--- config.mk ---
export PLATFORM = sky130hd
export DESIGN_NAME = acc_req_arbiter
export DESIGN_NICKNAME = d
export VERILOG_FILES = /design/src/rtl/acc_req_arbiter_pkg.sv /design/src/rtl/acc_req_arbiter_credit_cnt.sv /design/src/rtl/acc_req_arbiter.sv
export SDC_FILE = /design/constraint.sdc
export NUM_CORES = 1
export LEC_CHECK = 0
export BUFFER_PORTS_ARGS = -buffer_cell sky130_fd_sc_hd__buf_4
export CAP_MARGIN = 20
export CORE_AREA = 3 3 261 263
export DETAILED_ROUTE_END_ITERATION = 10
export DIE_AREA = 0 0 264 266
export SYNTH_ARGS = -nofsm -noshare
export SYNTH_HDL_FRONTEND = slang
export SYNTH_HIERARCHICAL = 1
export SYNTH_SLANG_ARGS = --single-unit
--- constraint.sdc ---
create_clock -name clk_i -period 5.55 [get_ports clk_i]
set_clock_uncertainty 0.2 [all_clocks]
set_input_delay 0.555 -clock clk_i [delete_from_list [all_inputs] [get_ports clk_i]]
set_output_delay 0.555 -clock clk_i [all_outputs]
set_load 0.01 [all_outputs]
--- src/rtl/acc_req_arbiter_pkg.sv ---
// Shared definitions for the ACC request arbiter and its users.
//   idx_width    : bits needed to index num_idx requesters (at least 1)
//   ext_id_width : width of the extended ID, {requester index, requester ID}
//   rsp_kind_e   : classification of the response currently on the shared port
package acc_req_arbiter_pkg;

    function automatic int unsigned idx_width(input int unsigned num_idx);
        if (num_idx > 32'd1) begin
            return 32'($clog2(num_idx));
        end else begin
            return 32'd1;
        end
    endfunction

    function automatic int unsigned ext_id_width(input int unsigned id_width,
                                                 input int unsigned num_req);
        return id_width + idx_width(num_req);
    endfunction

    typedef enum logic [1:0] {
        RSP_NONE  = 2'd0,   // no response offered
        RSP_ROUTE = 2'd1,   // response addressed to a requester with credit outstanding
        RSP_DROP  = 2'd2    // misrouted or unexpected response, swallowed
    } rsp_kind_e;

endpackage

--- src/rtl/acc_req_arbiter_credit_cnt.sv ---
// Outstanding-request counter for one requester.
//   clk_i, rst_ni : clock, synchronous active-low reset
//   inc_i         : request handshake of this requester
//   dec_i         : response handshake delivered to this requester
//   full_o        : MaxOutstanding requests in flight (registered)
//   empty_o       : no request in flight (registered)
module acc_req_arbiter_credit_cnt #(
    parameter int unsigned MaxOutstanding = 4
) (
    input  logic clk_i,
    input  logic rst_ni,
    input  logic inc_i,
    input  logic dec_i,
    output logic full_o,
    output logic empty_o
);

    localparam int unsigned CntWidth = $clog2(MaxOutstanding + 1);
    localparam logic [CntWidth-1:0] CntMax = CntWidth'(MaxOutstanding);

    logic [CntWidth-1:0] cnt_r;
    logic [CntWidth-1:0] cnt_nxt_s;
    logic                full_r;
    logic                empty_r;

    // Next count: simultaneous increment and decrement cancel out.
    always_comb begin
        cnt_nxt_s = cnt_r;
        if (inc_i && !dec_i) begin
            cnt_nxt_s = cnt_r + CntWidth'(1);
        end else if (dec_i && !inc_i) begin
            cnt_nxt_s = cnt_r - CntWidth'(1);
        end else begin
            cnt_nxt_s = cnt_r;
        end
    end

    // Count register; the flags are decoded from the next value so they stay registered.
    always_ff @(posedge clk_i) begin
        if (!rst_ni) begin
            cnt_r   <= {CntWidth{1'b0}};
            full_r  <= 1'b0;
            empty_r <= 1'b1;
        end else begin
            cnt_r   <= cnt_nxt_s;
            full_r  <= (cnt_nxt_s == CntMax);
            empty_r <= (cnt_nxt_s == {CntWidth{1'b0}});
        end
    end

    assign full_o  = full_r;
    assign empty_o = empty_r;

endmodule

--- src/rtl/acc_req_arbiter.sv ---
// Round-robin arbiter sharing one accelerator responder port among NumReq requesters.
//   slv_q_* : per-requester request channels (valid/ready/id/payload)
//   slv_p_* : per-requester response valid/ready, broadcast response id/payload
//   mst_q_* : shared request channel, id extended with the winner index on top
//   mst_p_* : shared response channel, id MSBs select the destination requester
//   err_o   : sticky flag, set by a response to an unknown or idle requester
module acc_req_arbiter
    import acc_req_arbiter_pkg::*;
#(
    parameter  int unsigned NumReq          = 4,
    parameter  int unsigned IdWidth         = 1,
    parameter  int unsigned ReqPayloadWidth = 100,
    parameter  int unsigned RspPayloadWidth = 66,
    parameter  int unsigned MaxOutstanding  = 4,
    localparam int unsigned IdxWidth        = idx_width(NumReq),
    localparam int unsigned ExtIdWidth      = ext_id_width(IdWidth, NumReq)
) (
    input  logic                                    clk_i,
    input  logic                                    rst_ni,
    input  logic [NumReq-1:0]                       slv_q_valid_i,
    output logic [NumReq-1:0]                       slv_q_ready_o,
    input  logic [NumReq-1:0][IdWidth-1:0]          slv_q_id_i,
    input  logic [NumReq-1:0][ReqPayloadWidth-1:0]  slv_q_payload_i,
    output logic [NumReq-1:0]                       slv_p_valid_o,
    input  logic [NumReq-1:0]                       slv_p_ready_i,
    output logic [IdWidth-1:0]                      slv_p_id_o,
    output logic [RspPayloadWidth-1:0]              slv_p_payload_o,
    output logic                                    mst_q_valid_o,
    input  logic                                    mst_q_ready_i,
    output logic [ExtIdWidth-1:0]                   mst_q_id_o,
    output logic [ReqPayloadWidth-1:0]              mst_q_payload_o,
    input  logic                                    mst_p_valid_i,
    output logic                                    mst_p_ready_o,
    input  logic [ExtIdWidth-1:0]                   mst_p_id_i,
    input  logic [RspPayloadWidth-1:0]              mst_p_payload_i,
    output logic                                    err_o
);

    logic [IdxWidth-1:0] rr_r;
    logic                lock_r;
    logic [IdxWidth-1:0] lock_idx_r;
    logic                err_r;

    logic [NumReq-1:0]   full_s;
    logic [NumReq-1:0]   empty_s;
    logic [NumReq-1:0]   elig_s;
    logic [NumReq-1:0]   inc_s;
    logic [NumReq-1:0]   dec_s;
    logic                search_found_s;
    logic [IdxWidth-1:0] search_idx_s;
    logic [IdxWidth-1:0] cand_s;
    logic [IdxWidth-1:0] win_idx_s;
    logic [IdxWidth-1:0] rr_nxt_s;
    logic                q_hs_s;
    logic [IdxWidth-1:0] dest_s;
    logic                dest_live_s;
    logic                dest_ready_s;
    rsp_kind_e           rsp_kind_s;

    assign elig_s = slv_q_valid_i & ~full_s;

    // First eligible requester at or after the round-robin pointer, wrapping.
    always_comb begin
        search_found_s = 1'b0;
        search_idx_s   = {IdxWidth{1'b0}};
        cand_s         = {IdxWidth{1'b0}};
        for (int unsigned k = 0; k < NumReq; k++) begin
            cand_s = IdxWidth'((32'(rr_r) + k) % NumReq);
            if (!search_found_s && elig_s[cand_s]) begin
                search_found_s = 1'b1;
                search_idx_s   = cand_s;
            end else begin
                search_found_s = search_found_s;
            end
        end
    end

    // A pending, un-accepted request keeps its winner so valid/payload cannot change under it.
    assign win_idx_s       = lock_r ? lock_idx_r : search_idx_s;
    assign mst_q_valid_o   = search_found_s | lock_r;
    assign q_hs_s          = mst_q_valid_o & mst_q_ready_i;
    assign mst_q_id_o      = {win_idx_s, slv_q_id_i[win_idx_s]};
    assign mst_q_payload_o = slv_q_payload_i[win_idx_s];
    assign rr_nxt_s        = (win_idx_s == IdxWidth'(NumReq - 1)) ? {IdxWidth{1'b0}}
                                                                  : win_idx_s + IdxWidth'(1);

    // Request-side grant: only the winner sees ready, and only it gains a credit.
    always_comb begin
        slv_q_ready_o = {NumReq{1'b0}};
        inc_s         = {NumReq{1'b0}};
        for (int unsigned i = 0; i < NumReq; i++) begin
            slv_q_ready_o[i] = mst_q_valid_o & mst_q_ready_i & (win_idx_s == IdxWidth'(i));
            inc_s[i]         = slv_q_ready_o[i];
        end
    end

    assign dest_s = mst_p_id_i[ExtIdWidth-1:IdWidth];

    // Destination lookup; out-of-range indices match no requester and so read as idle.
    always_comb begin
        dest_live_s  = 1'b0;
        dest_ready_s = 1'b0;
        for (int unsigned i = 0; i < NumReq; i++) begin
            dest_live_s  = dest_live_s  | ((dest_s == IdxWidth'(i)) & ~empty_s[i]);
            dest_ready_s = dest_ready_s | ((dest_s == IdxWidth'(i)) & slv_p_ready_i[i]);
        end
    end

    // Classify the offered response.
    always_comb begin
        rsp_kind_s = RSP_NONE;
        if (!mst_p_valid_i) begin
            rsp_kind_s = RSP_NONE;
        end else if (dest_live_s) begin
            rsp_kind_s = RSP_ROUTE;
        end else begin
            rsp_kind_s = RSP_DROP;
        end
    end

    // Response demux; unroutable responses are accepted and discarded.
    always_comb begin
        slv_p_valid_o = {NumReq{1'b0}};
        dec_s         = {NumReq{1'b0}};
        mst_p_ready_o = dest_live_s ? dest_ready_s : 1'b1;
        case (rsp_kind_s)
            RSP_ROUTE: begin
                for (int unsigned i = 0; i < NumReq; i++) begin
                    slv_p_valid_o[i] = (dest_s == IdxWidth'(i));
                    dec_s[i]         = slv_p_valid_o[i] & dest_ready_s;
                end
            end
            RSP_DROP: begin
                slv_p_valid_o = {NumReq{1'b0}};
            end
            default: begin
                slv_p_valid_o = {NumReq{1'b0}};
            end
        endcase
    end

    assign slv_p_id_o      = mst_p_id_i[IdWidth-1:0];
    assign slv_p_payload_o = mst_p_payload_i;

    // Round-robin pointer, winner lock and sticky error flag.
    always_ff @(posedge clk_i) begin
        if (!rst_ni) begin
            rr_r       <= {IdxWidth{1'b0}};
            lock_r     <= 1'b0;
            lock_idx_r <= {IdxWidth{1'b0}};
            err_r      <= 1'b0;
        end else begin
            if (q_hs_s) begin
                rr_r   <= rr_nxt_s;
                lock_r <= 1'b0;
            end else if (mst_q_valid_o) begin
                lock_r     <= 1'b1;
                lock_idx_r <= win_idx_s;
            end
            if (rsp_kind_s == RSP_DROP) begin
                err_r <= 1'b1;
            end
        end
    end

    assign err_o = err_r;

    // One credit counter per requester.
    for (genvar g = 0; g < NumReq; g++) begin : g_cnt
        acc_req_arbiter_credit_cnt #(
            .MaxOutstanding(MaxOutstanding)
        ) u_cnt (
            .clk_i  (clk_i),
            .rst_ni (rst_ni),
            .inc_i  (inc_s[g]),
            .dec_i  (dec_s[g]),
            .full_o (full_s[g]),
            .empty_o(empty_s[g])
        );
    end

endmodule

==> out/metrics.yaml, run 1 <==
fin_ws_ns: 1.775
wl_per_cell_microns: 17.72
leakage_nw: 5.879
finalCritPeriodShare_pct: 68.01
grt_max_degree: 86
dr.pass1.iters: 4
ys.flop_type: "dfxtp_1"
placed_area_sq_um: 9945
antenna_found_initial: 13
startpoint_type: "input port"
synth.distinct_cells: 44
syn-num-nets: 1102
finalHoldViolCount: 0
rsz0062_at_grt: "no"
routed_wl_microns: 33880
antenna_left: 0
endpoint_kind: "output pin"
cts_setup_buffers: 0
worst-r2r-setup-slack_ns: 2.42
crit_type: "input port to output pin"
critical_path.max_fanout: 61
setup_viol_count_final: 0
relSlewSlack_pct: 30.62
drt_drc_violations_left: 0
cts_tree: "built"
dieWidth_microns: 264
synth_area_leader_cell: "mux2i_1"
fin_area_sq_um: 10040
grt_pass1_wl_microns: 45930
core_area_sq_um: 65860
dp_slack_ns: 1.765
max_freq_mhz: 264.9
holdWs_ns: 0.2962
dp_hpwl_microns: 30440
grt.overflow.total: 0
final_max_slew_viol_count: 0
crit_arrival_ns: 3.02
root_buffer: "clkbuf_16"
grt_pass1_vias: 6374
initial_utilization_pct: 8.668
grtUsageTotal_pct: 8.942
clk_latency_ns: 0.26
async_flop_share_pct: 0
port_buffers: 531
clk_pin_slew_ns: 0.06
cts_resized: 0
final_layout_size_suffix_gt1_share_pct: 54.22
max_cap_violations: 0
instances_no_fill: 1912
fin_crit_ns: 3.775
dp_cells: 1902
hold_class: "flop to flop"
h-tree-depth: 1
worst_pin_slew_ns: 1.027
numCtsBuffers: 3
synth_seq_cells: 26
cellPowerDensity_nw_per_um2: 155.0
synthCells: 608
gp_congestion: 0.7932
cts_hold_buffers: 0
syn_area_sq_um: 5709
cts.sinks: 26
drt_iter0_drc: 207
synth_top_cells_by_count: "mux2i_1 (307), buf_4 (70), dfxtp_1 (26)"
num_io_pins: 666
nets: 1538
status: "completed"
area_delta_synth_final_pct: 75.89
vias_per_cell: 3.234
required_ns: 4.80
ys_warn_count: 6
fin_setup_tns_ns: 0
synth_edf_count: 0
fin_util_pct: 15.25
fin_total_pwr_mw: 1.557
ir_drop_v: 0.0001038
clockBufferDepth: 2
ys_seq_area_share_pct: 9.117
die_y_microns: 266
num_vias: 6184
die-area_sq_um: 70220
yosys.area.top_type_share_pct: 53.82
num_rows: 94
yosys-top-cells-area: "mux2i_1 (54%), buf_4 (9.2%), dfxtp_1 (9.1%), buf_6 (4.5%), ha_1 (2.0%)"
synth.avg_cell_area_sq_um: 9.390
yosysMostFrequentCell: "mux2i_1"
cell families (layout without fill, tap and decap cells):
| logic type | count (synthesis) | after routing | share of synthesized area [%] |
|---|---|---|---|
| flops | 26 | 26 | 9.117 |
| xor+xnor | 8 | 8 | 1.227 |
| mux | 316 | 316 | 55.97 |
| compound gates | 45 | 45 | 5.479 |
| other cells | 0 | 6 | 0 |
| simple gates | 78 | 78 | 8.525 |
| fa+ha+maj | 9 | 9 | 1.972 |
| buf+inv | 126 | 560 | 17.71 |
layout make-up:
type / count / area [sq um]
clock buffers: 3 / 75.07
multi-input cells: 456 / 4184
inverters: 14 / 52.55
diodes: 6 / 15.01
fillers: 7535 / 55820
well taps: 864 / 1081
repair buffers: 543 / 4114
flip-flops and latches: 26 / 520.5
final timing paths:
path                           start                 endpoint  cells after the start
max                 slv_q_valid_i[1]      mst_q_payload_o[72]                     10
min          g_cnt[1].u_cnt/cnt_r[2]  g_cnt[1].u_cnt/cnt_r[2]                      2
max reg2reg    g_cnt[1].u_cnt/full_o    g_cnt[3].u_cnt/full_o                     11
min reg2reg  g_cnt[1].u_cnt/cnt_r[2]  g_cnt[1].u_cnt/cnt_r[2]                      2
report_power, final:
group	internal (mW)	switching (mW)
Clock	0.0956	0.0649
Sequential	0.200	0.0140
Combinational	0.654	0.528
Total	0.950	0.607
registers in the layout (all words and copies together), names as in the netlist:
signal and count:
g_cnt.u_cnt/cnt_r 12, g_cnt.u_cnt/empty_o 4, rr_r 2, lock_idx_r 2, lock_r 1, g_cnt.u_cnt/full_o 4, err_o 1
critical path, cell delays in order:
cell and delay (ns):
buf_4 0.10, nor2b_2 0.19, o22ai_1 0.20, o21a_1 0.15
o31a_2 0.46, buf_12 0.38, buf_4 0.37, mux2i_1 0.25
mux2i_1 0.10, buf_4 0.17
metal layers:
layer,GRT usage [%],up-vias,wire length [microns],share of wire [%]
met4,1.023,6,266,0.79
met3,3.758,21,4025,12
li1,-,3025,-,-
met2,14.69,358,15570,46
met1,11.24,2774,13990,41
met5,0,-,32,0.094
cell usage in the layout, fill, tap and decap left out, drive strengths merged, types with 6 or more instances in the layout:
master  count
a21oi      12
and2        8
buf       542
dfxtp      26
diode       6
ha          9
inv        14
mux2i     311
nand2      14
nand2b      7
nor2       11
nor2b      14
nor3        8
o21ai       6
xnor2       8
Note: power is estimated with default switching activity, not from simulation.
==> run 2: changes to the inputs <==
Settings changed: CORE_AREA 3 3 261 263 to 3 3 257 259, DIE_AREA 0 0 264 266 to 0 0 260 262.
Clock period 5.55 ns to 3.7 ns, I/O delays scaled along.
==> out/metrics.yaml, run 2 (synthesized netlist as in run 1, its figures left out) <==
grt_pass1_vias: 6038
nFillCells: 7297
drt_iter0_drc: 209
fin_setup_tns_ns: 0
cellPowerDensity_nw_per_um2: 239.2
grt_pass1_wl_microns: 43340
rsz0062_at_grt: "no"
vias_per_cell: 3.226
startpoint_type: "flop"
relSlewSlack_pct: 52.12
die_y_microns: 262
final_max_slew_viol_count: 0
layout_common_cells: "buf_4 (547), mux2i_1 (307), dfxtp_1 (26), nand2_1 (14), nor2b_1 (13)"
regArea_sq_um: 520.5
numCtsBuffers: 3
die-area_sq_um: 68120
crit_family: "buffers and inverters"
dp_slack_ns: 0.6307
dp_hpwl_microns: 30280
fin_crit_ns: 3.308
p_int_mw: 1.519
status: "completed"
h-tree-depth: 1
cts_hold_buffers: 0
final_common_cell: "buf_4"
clk_latency_ns: 0.26
routed_wl_microns: 33460
pwr-share-comb_pct: 73.8
max_cap_violations: 0
setup_viol_count_final: 0
crit_type: "flop to output pin"
max_freq_mhz: 302.3
critical_path.max_fanout: 81
grt_max_degree: 82
finalCritPeriodShare_pct: 89.41
dieWidth_microns: 260
critPathMaxStageDelay_ns: 0.33
initial_utilization_pct: 8.905
crit_arrival_ns: 2.74
fin_area_sq_um: 10170
clk_pin_slew_ns: 0.07
p_clk_share_pct: 13.0
final_layout_size_suffix_gt1_share_pct: 54.66
wl_per_cell_microns: 17.44
placed_area_sq_um: 10030
endpoint_kind: "output pin"
grt.overflow.total: 0
worst_pin_slew_ns: 0.7183
cts_tree: "built"
hold_class: "input port to flop"
multiInputGateArea_sq_um: 4184
num_vias: 6188
num_rows: 93
port_buffers: 531
root_buffer: "clkbuf_16"
regMostFlops: "g_cnt.u_cnt/cnt_r"
required_ns: 3.13
instances_no_fill: 1918
area_delta_synth_final_pct: 78.06
drt_drc_violations_left: 0
dr.pass1.iters: 4
fin_total_pwr_mw: 2.432
gp_congestion: 0.8373
finalHoldViolCount: 0
worst-r2r-setup-slack_ns: 0.88
fin_ws_ns: 0.3917
critPathBufInv: 3
power_frac_seq_pct: 13.2
clockBufferDepth: 2
antenna_left: 0
leakage_nw: 5.946
p_sw_mw: 0.9127
num_io_pins: 666
crit_slowest_cell: "buf_12"
grtUsageTotal_pct: 8.955
crit_chain: "nand2b_1, o221ai_1, o21a_1, o31a_2, buf_12, buf_4, mux2i_1, mux2i_1, buf_4"
nets: 1547
antenna_found_initial: 24
ir_drop_v: 0.0001457
swShare_pct: 37.53
cts_setup_buffers: 0
largest_reg_flops: 12
cts.sinks: 26
core_area_sq_um: 64120
cts_resized: 0
dp_cells: 1903
[run 2: per-layer routing]
layer	vias up	wire length [microns]	GRT usage, %	part of all wire [%]
li1	3056	-	-	-
met2	358	14270	13.47	43
met5	-	38	0	0.11
met1	2739	13920	11.75	42
met4	6	576	1.635	1.7
met3	29	4650	4.163	14
[run 2: cell type report]
| cell class | count | share of cell area, % |
|---|---|---|
| Sequential cell | 26 | 5.120 |
| Clock inverter | 1 | 0.2954 |
| Tap cell | 855 | 10.52 |
| Clock buffer | 3 | 0.7385 |
| Antenna cell | 11 | 0.2708 |
| Inverter | 14 | 0.5169 |
| Timing Repair Buffer | 552 | 41.38 |
| Multi-Input combinational cell | 456 | 41.16 |
[run 2: path summary, 6_finish.rpt]
check                               start                 endpoint  depth (start not counted)
setup / recovery    g_cnt[2].u_cnt/full_o      mst_q_payload_o[13]                          9
hold / removal              mst_p_valid_i                    err_o                          3
hold reg to reg   g_cnt[3].u_cnt/cnt_r[2]  g_cnt[3].u_cnt/cnt_r[2]                          2
setup reg to reg    g_cnt[2].u_cnt/full_o    g_cnt[0].u_cnt/full_o                         10
[run 2: power groups by stage]
stage               Clock (mW)  Sequential (mW)  Combinational (mW)
floorplan                    0            0.321                1.05
global placement             0            0.327                1.81
detailed placement           0            0.327                1.81
CTS                      0.321            0.321                1.82
global route             0.336            0.324                1.93
finish                   0.316            0.321                1.79
[run 2: metrics by stage]
stage	hold WS, ns	util, %
2_1_floorplan	0.2619	-
4_1_cts	0.2000	15.81
6_report	0.1962	15.86
5_1_grt	0.2341	15.82
3_5_place_dp	0.2902	15.65
3_3_place_gp	0.2799	15.65
[run 2: tightest hold or removal path, stage by stage]
cell and delay (ns):
buf_4 0.11, a21oi_1 0.06, nor2b_1 0.09
==> run 3: changes to the inputs <==
Settings changed: ABC_AREA from default to 1, CORE_AREA 3 3 257 259 to 3 3 261 263, DIE_AREA 0 0 260 262 to 0 0 264 266.
==> out/metrics.yaml, run 3 <==
grt_max_degree: 118
power_frac_seq_pct: 7.6
gp_congestion: 0.8148
critical_path.max_fanout: 76
wl_met2_microns: 16740
finalCritPeriodShare_pct: 89.92
grt_pass1_wl_microns: 53740
setup_viol_count_final: 0
synth_area_leader_cell: "nand3_1"
largest_reg_flops: 12
synthCells: 1562
num_rows: 94
async_flop_share_pct: 0
crit_arrival_ns: 2.76
synth_seq_cells: 26
ys_seq_area_share_pct: 6.995
cts_setup_buffers: 0
ys_warn_count: 6
area_delta_synth_final_pct: 59.17
wl_met1_microns: 14960
cts_hold_buffers: 0
cts_tree: "built"
cts_resized: 0
core_area_sq_um: 65860
max_freq_mhz: 300.6
grt.overflow.total: 0
synth.distinct_cells: 26
dieWidth_microns: 264
highest_layer: "met4"
cpMostUsedCell: "nand2_1"
p_sw_mw: 2.713
max_cap_violations: 0
num_vias: 10280
die-area_sq_um: 70220
crit_chain: "inv_2, nand2_1, nand2_1, nand3_1, nand2_1, nand2_1, nand2_1, nand2_1, nand3_4, nand2_8, buf_12, nand2_1, nand3_1, nand2_1, buf_4"
final_max_slew_viol_count: 0
syn_area_sq_um: 7441
wl_per_cell_microns: 12.87
routed_wl_microns: 36300
root_buffer: "clkbuf_16"
numCtsBuffers: 3
p_clk_share_pct: 4.6
p_int_mw: 2.349
fin_crit_ns: 3.327
yosys-top-cells-area: "nand3_1 (30%), inv_1 (23%), nand2_1 (20%), buf_4 (7.8%), dfxtp_1 (7.0%)"
final_layout_size_suffix_gt1_share_pct: 28.54
swShare_pct: 53.60
yosysMostFrequentCell: "inv_1"
dp_hpwl_microns: 29010
fin_setup_tns_ns: 0
crit_type: "flop to output pin"
final_common_cell: "buf_4"
num_io_pins: 666
ys.flop_type: "dfxtp_1"
crit_slowest_cell: "dfxtp_1"
wl_met3_microns: 3200
synth.avg_cell_area_sq_um: 4.764
cts.sinks: 26
rsz0062_at_grt: "no"
leakage_nw: 7.556
endpoint_kind: "output pin"
h-tree-depth: 1
pwr-share-comb_pct: 87.8
worst_pin_slew_ns: 0.6809
nets: 2451
regMostFlops: "g_cnt.u_cnt/cnt_r"
finalHoldViolCount: 0
initial_utilization_pct: 11.30
fin_util_pct: 17.98
grtUsageTotal_pct: 9.475
required_ns: 3.13
syn-num-nets: 2056
yosys.area.top_type_share_pct: 29.80
antenna_left: 0
cellPowerDensity_nw_per_um2: 427.3
drt_iter0_drc: 666
vias_per_cell: 3.645
synth_edf_count: 0
layout_common_cells: "buf_4 (536), inv_1 (460), nand3_1 (443), nand2_1 (402), nor2_1 (32)"
clk_pin_slew_ns: 0.06
hold_class: "input port to flop"
drt_drc_violations_left: 0
clk_latency_ns: 0.25
port_buffers: 531
grt_pass1_vias: 9628
synth_top_cells_by_count: "inv_1 (460), nand3_1 (443), nand2_1 (402)"
relSlewSlack_pct: 54.61
status: "completed"
die_y_microns: 266
clockBufferDepth: 2
dr.pass1.iters: 7
antenna_found_initial: 1
critPathMaxStageDelay_ns: 0.44
fin_total_pwr_mw: 5.061
startpoint_type: "flop"
ir_drop_v: 0.0003555
[run 3: changes by cell type after synthesis, sizes merged, moves of 8 or more]
cell    change
inv       +448
nand3     +444
nand2     +389
mux2i     -311
buf        +23
nor2       +22
clkbuf     +21
nor2b      -14
and2        -8
xnor2       -8
[run 3: metrics by stage]
| step | cells | cell area [sq um] | setup slack, ns | hold slack (ns) |
|---|---|---|---|---|
| 4_1_cts | 2819 | 11840 | 0.4075 | 0.1674 |
| 6_report | 2820 | 11840 | 0.3730 | 0.1641 |
| 3_3_place_gp | 2816 | 11770 | 0.6901 | 0.2672 |
| 2_1_floorplan | 1562 | 7441 | 0.9405 | 0.2387 |
| 5_1_grt | 2819 | 11840 | 0.1256 | 0.1795 |
| 3_5_place_dp | 2816 | 11770 | 0.6919 | 0.2746 |
[run 3: cell type report]
type                       instances  area [sq um]
timing repair buffer             546          4224
sequential                        26         520.5
tap                              864          1081
clock buffer                       3         75.07
antenna                            1         2.502
multi-input combinational        918          4207
fill                            7755         54020
inverter                         462          1734
[run 3: metal layers]
| metal | vias to the layer above | track usage, % |
|---|---|---|
| met5 | - | 0 |
| met4 | 0 | 3.275 |
| met3 | 60 | 2.429 |
| met2 | 428 | 15.73 |
| met1 | 4443 | 11.90 |
| li1 | 5347 | - |
[run 3: final timing paths]
path                 startpoint  depth (start not counted)  slack (ns)                endpoint
hold reg to reg           err_o                          2        0.28                   err_o
setup / recovery        rr_r[0]                         15        0.37     mst_q_payload_o[35]
hold / removal    mst_p_valid_i                          3        0.16                   err_o
setup reg to reg        rr_r[0]                         20        0.75  g_cnt[1].u_cnt/empty_o
[run 3: cell families after synthesis]
group,Yosys count,share of synthesized area (%)
and+or+nand+nor,894,53.41
adders and majority gates,9,1.513
AOI/OAI and AO/OA,15,1.160
DFF,26,6.995
buffers and inverters,618,36.93
[run 3: critical path, delay by kind of cell (launching register included)]
kind | cells | cell delay (ns)
simple gates | 12 | 1.34
flops | 1 | 0.44
buf+inv | 3 | 0.65
[run 3: power by group through the flow]
stage | Sequential (mW) | Combinational [mW] | Clock [mW]
2_1_floorplan | 0.380 | 2.65 | 0
3_5_place_dp | 0.392 | 4.50 | 0
6_report | 0.385 | 4.44 | 0.233
4_1_cts | 0.386 | 4.51 | 0.239
5_1_grt | 0.394 | 4.97 | 0.255
3_3_place_gp | 0.391 | 4.50 | 0
